### src/rtl/oc_dummy_seq.sv
// Repeatability sequencer for the dummy datapath: runs the dummy block N times and
// checks every run's folded lane signature against run 0. Timer gated by OC_DUMMY_SEQ_TIMEOUT_EN.
module oc_dummy_seq #(
  parameter int DatapathCount = 1,
  parameter int SettleCycles  = 16,
  parameter int GapCycles     = 8,
  parameter int TimeoutWidth  = 32
) (
  input  logic                         clock,
  input  logic                         reset,
  input  logic                         start,
  input  logic                         abort,
  input  logic [15:0]                  runCount,
  input  logic [31:0]                  testChunks,
  input  logic [TimeoutWidth-1:0]      timeoutCycles,
  output logic                         dummyGo,
  output logic [31:0]                  dummyTestChunks,
  input  logic                         dummyDone,
  input  logic [DatapathCount*32-1:0]  dummySum,
  output logic                         busy,
  output logic                         pass,
  output logic                         fail,
  output logic                         timedOut,
  output logic                         aborted,
  output logic [15:0]                  runsDone,
  output logic [15:0]                  mismatchRun,
  output logic [31:0]                  signature
);

  typedef enum logic [2:0] {
    StIdle,
    StRun,
    StSettle,
    StCapture,
    StGap,
    StDone
  } stateT;

  localparam int SettleW = $clog2(SettleCycles + 1);
  localparam int GapW    = $clog2(GapCycles + 1);
  localparam logic [SettleW-1:0] SettleLast = SettleW'(SettleCycles - 1);
  localparam logic [GapW-1:0]    GapLast    = GapW'(GapCycles - 1);

  stateT              state;
  logic [15:0]        runTarget;
  logic [SettleW-1:0] settleCnt;
  logic [GapW-1:0]    gapCnt;
  logic [31:0]        captureSig;
  logic [15:0]        runsDoneInc;

  function automatic logic [31:0] rotl32(input logic [31:0] value, input int amount);
    logic [63:0] doubled;
    doubled = {value, value} << amount;
    return doubled[63:32];
  endfunction

  // NOTE: every variable assigned in always_comb gets a default first, so no latch can be inferred.
  always_comb begin
    captureSig = '0;
    for (int i = 0; i < DatapathCount; i++) begin
      captureSig = captureSig ^ rotl32(dummySum[32*i +: 32], i % 32);
    end
  end

  assign runsDoneInc = (runsDone == 16'hFFFF) ? runsDone : runsDone + 16'd1;

`ifdef OC_DUMMY_SEQ_TIMEOUT_EN
  logic [TimeoutWidth-1:0] timer;
  logic                    timeoutHit;

  // The edge that would make the count equal the limit is the one that fires.
  assign timeoutHit = (timeoutCycles != '0) && ((timer + TimeoutWidth'(1)) == timeoutCycles);
`else
  logic unusedTimeout;

  assign unusedTimeout = ^timeoutCycles;
  assign timedOut      = 1'b0;
`endif

  // NOTE: sequential state uses non-blocking assignments only, so every register samples pre-edge values.
  always_ff @(posedge clock or negedge reset) begin
    if (!reset) begin
      state           <= StIdle;
      dummyGo         <= 1'b0;
      dummyTestChunks <= '0;
      busy            <= 1'b0;
      pass            <= 1'b0;
      fail            <= 1'b0;
      aborted         <= 1'b0;
      runsDone        <= '0;
      mismatchRun     <= '0;
      signature       <= '0;
      runTarget       <= '0;
      settleCnt       <= '0;
      gapCnt          <= '0;
`ifdef OC_DUMMY_SEQ_TIMEOUT_EN
      timer           <= '0;
      timedOut        <= 1'b0;
`endif
    end else if (busy && abort) begin
      state   <= StDone;
      dummyGo <= 1'b0;
      busy    <= 1'b0;
      aborted <= 1'b1;
      fail    <= 1'b1;
    end else begin
      case (state)
        StIdle, StDone: begin
          if (start && !dummyDone) begin
            state           <= StRun;
            dummyGo         <= 1'b1;
            busy            <= 1'b1;
            pass            <= 1'b0;
            fail            <= 1'b0;
            aborted         <= 1'b0;
            runsDone        <= '0;
            mismatchRun     <= '0;
            signature       <= '0;
            dummyTestChunks <= testChunks;
            runTarget       <= (runCount == 16'd0) ? 16'd1 : runCount;
`ifdef OC_DUMMY_SEQ_TIMEOUT_EN
            timedOut        <= 1'b0;
            timer           <= '0;
`endif
          end
        end

        StRun: begin
          if (dummyDone) begin
            state     <= StSettle;
            settleCnt <= '0;
          end
`ifdef OC_DUMMY_SEQ_TIMEOUT_EN
          else if (timeoutHit) begin
            state    <= StDone;
            dummyGo  <= 1'b0;
            busy     <= 1'b0;
            timedOut <= 1'b1;
            fail     <= 1'b1;
          end else begin
            timer <= timer + TimeoutWidth'(1);
          end
`endif
        end

        // dummyGo stays high here so the dummy block keeps its sums stable.
        StSettle: begin
          if (settleCnt == SettleLast) begin
            state <= StCapture;
          end else begin
            settleCnt <= settleCnt + SettleW'(1);
          end
        end

        StCapture: begin
          dummyGo <= 1'b0;
          if (runsDone != 16'd0 && captureSig != signature) begin
            state       <= StDone;
            busy        <= 1'b0;
            fail        <= 1'b1;
            mismatchRun <= runsDone;
          end else begin
            if (runsDone == 16'd0) begin
              signature <= captureSig;
            end
            runsDone <= runsDoneInc;
            gapCnt   <= '0;
            state    <= StGap;
          end
        end

        StGap: begin
          if (gapCnt != GapLast) begin
            gapCnt <= gapCnt + GapW'(1);
          end else if (!dummyDone) begin
            if (runsDone == runTarget) begin
              state <= StDone;
              busy  <= 1'b0;
              pass  <= 1'b1;
            end else begin
              state   <= StRun;
              dummyGo <= 1'b1;
`ifdef OC_DUMMY_SEQ_TIMEOUT_EN
              timer   <= '0;
`endif
            end
          end
        end

        default: begin
          state   <= StIdle;
          dummyGo <= 1'b0;
          busy    <= 1'b0;
        end
      endcase
    end
  end

endmodule

### config.mk
export PLATFORM = sky130hd
export DESIGN_NAME = oc_dummy_seq
export DESIGN_NICKNAME = d
export VERILOG_FILES = /design/src/rtl/oc_dummy_seq.sv
export SDC_FILE = /design/constraint.sdc
export NUM_CORES = 1
export LEC_CHECK = 0
export BUFFER_PORTS_ARGS = -buffer_cell sky130_fd_sc_hd__buf_2
export CAP_MARGIN = 20
export CORE_MARGIN = 2
export CORE_UTILIZATION = 30
export DETAILED_ROUTE_END_ITERATION = 7
export PLACE_DENSITY = 0.52
export SLEW_MARGIN = 5
export SYNTH_ARGS = -nofsm -noshare
export SYNTH_HDL_FRONTEND = slang
export SYNTH_SLANG_ARGS = --single-unit
### constraint.sdc
create_clock -name clock -period 3.5 [get_ports clock]
set_input_delay 0.175 -clock clock [delete_from_list [all_inputs] [get_ports clock]]
set_output_delay 0.175 -clock clock [all_outputs]
set_load 0.02 [all_outputs]
# [Word-level counts from Yosys, hierarchy flattened]
# Cells that the tools add are included.
[word_totals] ff_bits=129 input_bits=117 output_inout_bits=102 elab_cells=124
[op_classes] add_sub_neg=3 n_eq_ne=30 n_mux=48 bitwise=1 reduce_logical=29
[op_table] operator="$mux W32" n=3
[op_table] operator="$mux W16" n=5
[op_table] operator="$pmux W16 S2" n=2
[op_table] operator="$pmux W32 S2" n=1
[op_table] operator="$logic_not A16 Y1" n=2
[op_table] operator="$ne A32 B32 Y1" n=1
[op_table] operator="$ne A3 B3 Y1 const B" n=8
[op_table] operator="$ne A2 B2 Y1 const B" n=11
[op_table] operator="$mux W3" n=7
[op_table] operator="$reduce_and A5 Y1" n=4
[op_table] operator="$mux W1" n=19
[op_table] operator="$add A16 B1 Y16 const B" n=1
[op_table] operator="$eq A16 B16 Y1" n=1
[op_table] operator="$eq A16 B16 Y1 const B" n=1
[op_table] operator="$reduce_bool A16 Y1" n=1
[op_table] operator="$pmux W3 S5" n=1
[op_table] operator="$reduce_and A4 Y1" n=3
[op_table] operator="$reduce_and A6 Y1" n=2
[op_table] operator="$reduce_bool A2 Y1" n=6
[op_table] operator="$mux W5" n=2
[op_table] operator="$pmux W5 S2" n=1
[op_table] operator="$mux W4" n=2
[op_table] operator="$pmux W4 S2" n=1
[op_table] operator="$eq A3 B2 Y1 const B" n=2
[op_table] operator="other kinds (18)" n=24

# [Depth between registers and ports, before layout]
[depth] ltp_word=6 ltp_mapped=10 ltp_nobuf=8

# [Worst setup path after synthesis]
# No wires, ideal clock.
[synth_path] kind="flip-flop to flip-flop" from="reg runsDone[2]" to="reg runsDone[3]" setup_ps=125 t_arrival_ps=1972 required_ps=3375 path_slack_ps=1403 stages_incl_launch_ff=9 n_path_buf=2 period_less_slack_ps=2097 cell_sequence="dfrtp_1 -> buf_4 -> and4_1 -> and4_4 -> nand4_4 -> and2_1 -> buf_4 -> nand4_1 -> mux2_2"
[synth_via] elab_chain_cells=4 word_cells_on_any_way=10 classes_between="add/sub (1); eq/ne (3); mux (3); reduce/logical (3)"
[synth_lines] item="start: declaration" line_no="25" source="output logic [15:0] runsDone,"
[synth_lines] item="start signal: assignment" line_no="166" source="runsDone <= runsDoneInc;"
[synth_lines] item="$add A16 B1 Y16 or $reduce_bool A16 Y1 (tied branches)" line_no="65, 157"
[synth_lines] item="$mux W16 or $logic_and A1 B1 Y1 (tied branches)" line_no="65, 157"
[synth_lines] item="$mux W16 or $ne A2 B2 Y1 (tied branches)"
[synth_lines] item="$pmux W16 S2 or $reduce_and A5 Y1 (tied branches)"
# Several ways; a longest one is shown, not always the timed one. The select of a mux whose other input is x is not followed.
# A chain may end at the register's enable or synchronous reset.

# [Worst setup path after layout]
[layout_path] from="reg state[1]" to="reg runsDone[6]"
[layout_via] elab_chain_cells=4 word_cells_on_any_way=10 classes_between="eq/ne (5); mux (1); reduce/logical (4)"
[layout_lines] item="start: declaration" line_no="44" source="stateT state;"
[layout_lines] item="start signal: assignment" line_no="83" source="state <= StIdle;"
[layout_lines] item="start signal: assignment" line_no="101" source="state <= StDone;"
[layout_lines] item="start signal: assignment" line_no="110" source="state <= StRun;"
[layout_lines] item="$eq A3 B3 Y1 or $logic_not A3 Y1 (tied branches)" line_no="107" source="case (state)"
[layout_lines] item="$reduce_or A2 Y1" line_no="107"
[layout_lines] item="$ne A2 B2 Y1 (no source line) or $reduce_bool A2 Y1 (tied branches)"
[layout_lines] item="$reduce_and A5 Y1 (no source line)"
# Several ways; a longest one is shown, not always the timed one.

==> results.toml <==
[worst_setup_path]
critPathMaxFanout = 16
slowest_delay_ns = 0.56
worstSetupStartpointType = "flop"
slowest_stage = "and2_1"
endpoint_kind = "flop"
cp.buffers_inverters = 0
timing.setup.critical_path_class = "flop to flop"
worstPathCellList = "or3b_1, o21ai_1, a32o_1, and2_1, nand4_1, mux2_1"
crit_required_ns = 3.79
cpLargestDelayFamily = "simple AND/OR/NAND/NOR gates"
arrival_ns = 2.95

[route]
avgViaCountPerCell = 4.70
dr_total_vias = 5486
drtIter0Drc = 310
post_drt_wl_per_cell_um = 15.4
ant_nets = 0
firstDrtPassIters = 4
drc = 0
routed_wl_um = 18000

[logic_synthesis]
yosysSeqAreaShare_pct = 51.4
synth_edf_count = 0
synth.cell_area_sq_um = 6290
synth_area_leader_cell = "dfrtp_1"
async_flop_share_pct = 100
synth_cells = 659
yosys_warnings = 0
ys_seq_elements = 129
syn_nets = 781
yosys-top-cells-area = "dfrtp_1, nand2_1, xor2_1, a22o_1, o21ai_0"
synth_cell_type_count = 63
synth_top_flop_cell = "dfrtp_1"
synth_area_per_cell_sq_um = 9.54
synth_compound_area_share_pct = 12.9
synth-adder-area-share_pct = 0.995
synth_top_area_share_pct = 51.4
synth_mux_area_share_pct = 0.896
synth_top_family_by_area = "simple AND/OR/NAND/NOR gates"
synth_xor_area_share_pct = 6.69
synthSimpleGateAreaFrac_pct = 23.2

[clock_network]
cts_sinks = 129
htreeDepth = 4
clkTransAtPathRegs_ns = 0.06
postCtsResizedCells = 0
cts_buffers = 17
clock_path_buffers = 2
clock-root-buffer = "clkbuf_16"
cts_tree = "built"
clock_latency_ns = 0.41

[floorplan]
initial_utilization_pct = 30.8
die_x_um = 149
die_y_um = 149
coreArea_sq_um = 20400
rows = 52
die_area_sq_um = 22100
io_pins = 219

[placement]
port_buffers = 185
place_congestion = 0.797
dpl.hpwl_um = 12200
dp_slack_ns = 0.857

[global_route]
grt_remaining_overflow = 0
antenna_found_initial = 0
grt_max_degree = 77
track_usage_pct = 17.0
grt_pass1_vias = 5481
grt_pass1_wl_um = 29400

[run_status]
status = "complete, no violations"

[sta]
fin_skew_ns = 0.00908
min_period_ns = 2.66
whs_ns = 0.0195
relSlewSlack_pct = 34.3
rsz0062_at_grt = "no"
hold_viol = 0
setup_slack_ns = 0.841
period_share_pct = 76.0
drv_slew = 0
finalSetupTns_ns = 0
fmaxAchievable_ghz = 0.376
setup_violations = 0
tightest_slew_ns = 0.982

[power]
irDropWorstVdd_mv = 0.397
leakagePower_nw = 4.44
power.density_nw_per_um2 = 709
fin_total_pwr_w = 0.00604

[layout]
mostFrequentLayoutCells = "nand2_1, buf_2, dfrtp_1, dlygate4sd3_1, xor2_1"
drive_gt1_share_pct = 27.9
seqCellArea_sq_um = 3230
fillers = 2011
layout_commonest_cell = "nand2_1"
n_antenna_cell = 0
multiInputGateArea_sq_um = 2820
final_util_pct = 41.7
syn_to_final_growth_pct = 35.6
layout.nets = 1007

[job]
maxCapViolations = 0

[min_path]
hp-class = "primary input to flop"
-- state kept, by name, summed over array words and instances, names as in the netlist --
signal / flops
signature: 32
runTarget: 16
dummyGo: 1
aborted: 1
state: 3
busy: 1
fail: 1
gapCnt: 4
dummyTestChunks: 32
settleCnt: 5
pass: 1
mismatchRun: 16
runsDone: 16
-- layout make-up --
class	instances	area share, %
multi-input combinational	481	33.1
clock inverter	13	1.61
sequential	129	37.9
clock buffer	18	5.15
tap	270	3.96
timing repair buffer	245	17.9
inverter	11	0.484
-- repair_timing --
action / in CTS / in global routing
hold buffers: 50 / 1
endpoints found under the hold margin: 123 / 1
buffers inserted: 0 / 0
-- logic make-up after synthesis --
kind of cell             count (synthesis)
AND/OR/NAND/NOR                        305
flip-flops                             129
AO/OA/AOI/OAI                          117
buffers and inverters                   49
XOR/XNOR                                48
adder cells (fa/ha/maj)                  5
multiplexers                             5
other                                    1
-- cells in the mapped netlist (3+ instances only) --
master,count
a21oi_1,10
a22o_1,28
a31oi_1,4
and2_1,7
and3_1,17
and4_1,3
buf_2,12
buf_4,8
clkbuf_1,16
dfrtp_1,129
ha_1,5
inv_1,11
mux2_2,3
nand2_1,190
nand3_1,11
nand4_1,10
nor2_1,17
nor2b_1,4
nor4_1,15
nor4_2,4
o211ai_1,3
o21ai_0,45
o31ai_1,3
or3_1,4
or4_1,3
xor2_1,48
-- worst reg2reg max path: stages (launching register included) --
cell and delay [ns]:
dfrtp_1 0.50, or3b_1 0.47, o21ai_1 0.13, a32o_1 0.36, and2_1 0.56, nand4_1 0.19, mux2_1 0.33
-- where the power goes --
part / total [W] / leakage [nW] / internal (W) / switching (W)
Sequential: 0.00224 / 1.71 / 0.00191 / 0.000332
Clock: 0.00174 / 0.278 / 0.00106 / 0.000680
Combinational: 0.00206 / 2.45 / 0.000737 / 0.00132
Total: 0.00604 / 4.44 / 0.00371 / 0.00233
-- per-stage QoR --
step,area (sq um),std cells
after floorplan,6290,659
after global placement,7440,1085
after detailed placement,7440,1085
after CTS,8520,1166
after global routing,8530,1167
final,8530,1167
-- worst paths after layout --
check                                    start             endpoint  slack [ns]  cells after the start
max                                   state[1]          runsDone[6]        0.84                      6
min                                dummySum[3]         signature[3]        0.02                      3
max reg2reg                           state[1]          runsDone[6]        0.84                      6
min reg2reg                dummyTestChunks[25]  dummyTestChunks[25]        0.47                      2
max in group asynchronous                reset          runsDone[5]        2.24                      3
min in group asynchronous                reset        signature[23]        0.36                      2
-- layer usage --
layer | wire [um] | up-vias | global-route usage [%] | share of wire, %
met5 | 0 | - | 0 | 0
met4 | 307 | 0 | 5.48 | 1.7
met3 | 1300 | 21 | 5.17 | 7.2
met2 | 8050 | 189 | 26.4 | 45
met1 | 8310 | 2556 | 22.6 | 46
li1 | - | 2720 | - | -
(Power assumes the default switching activity.)
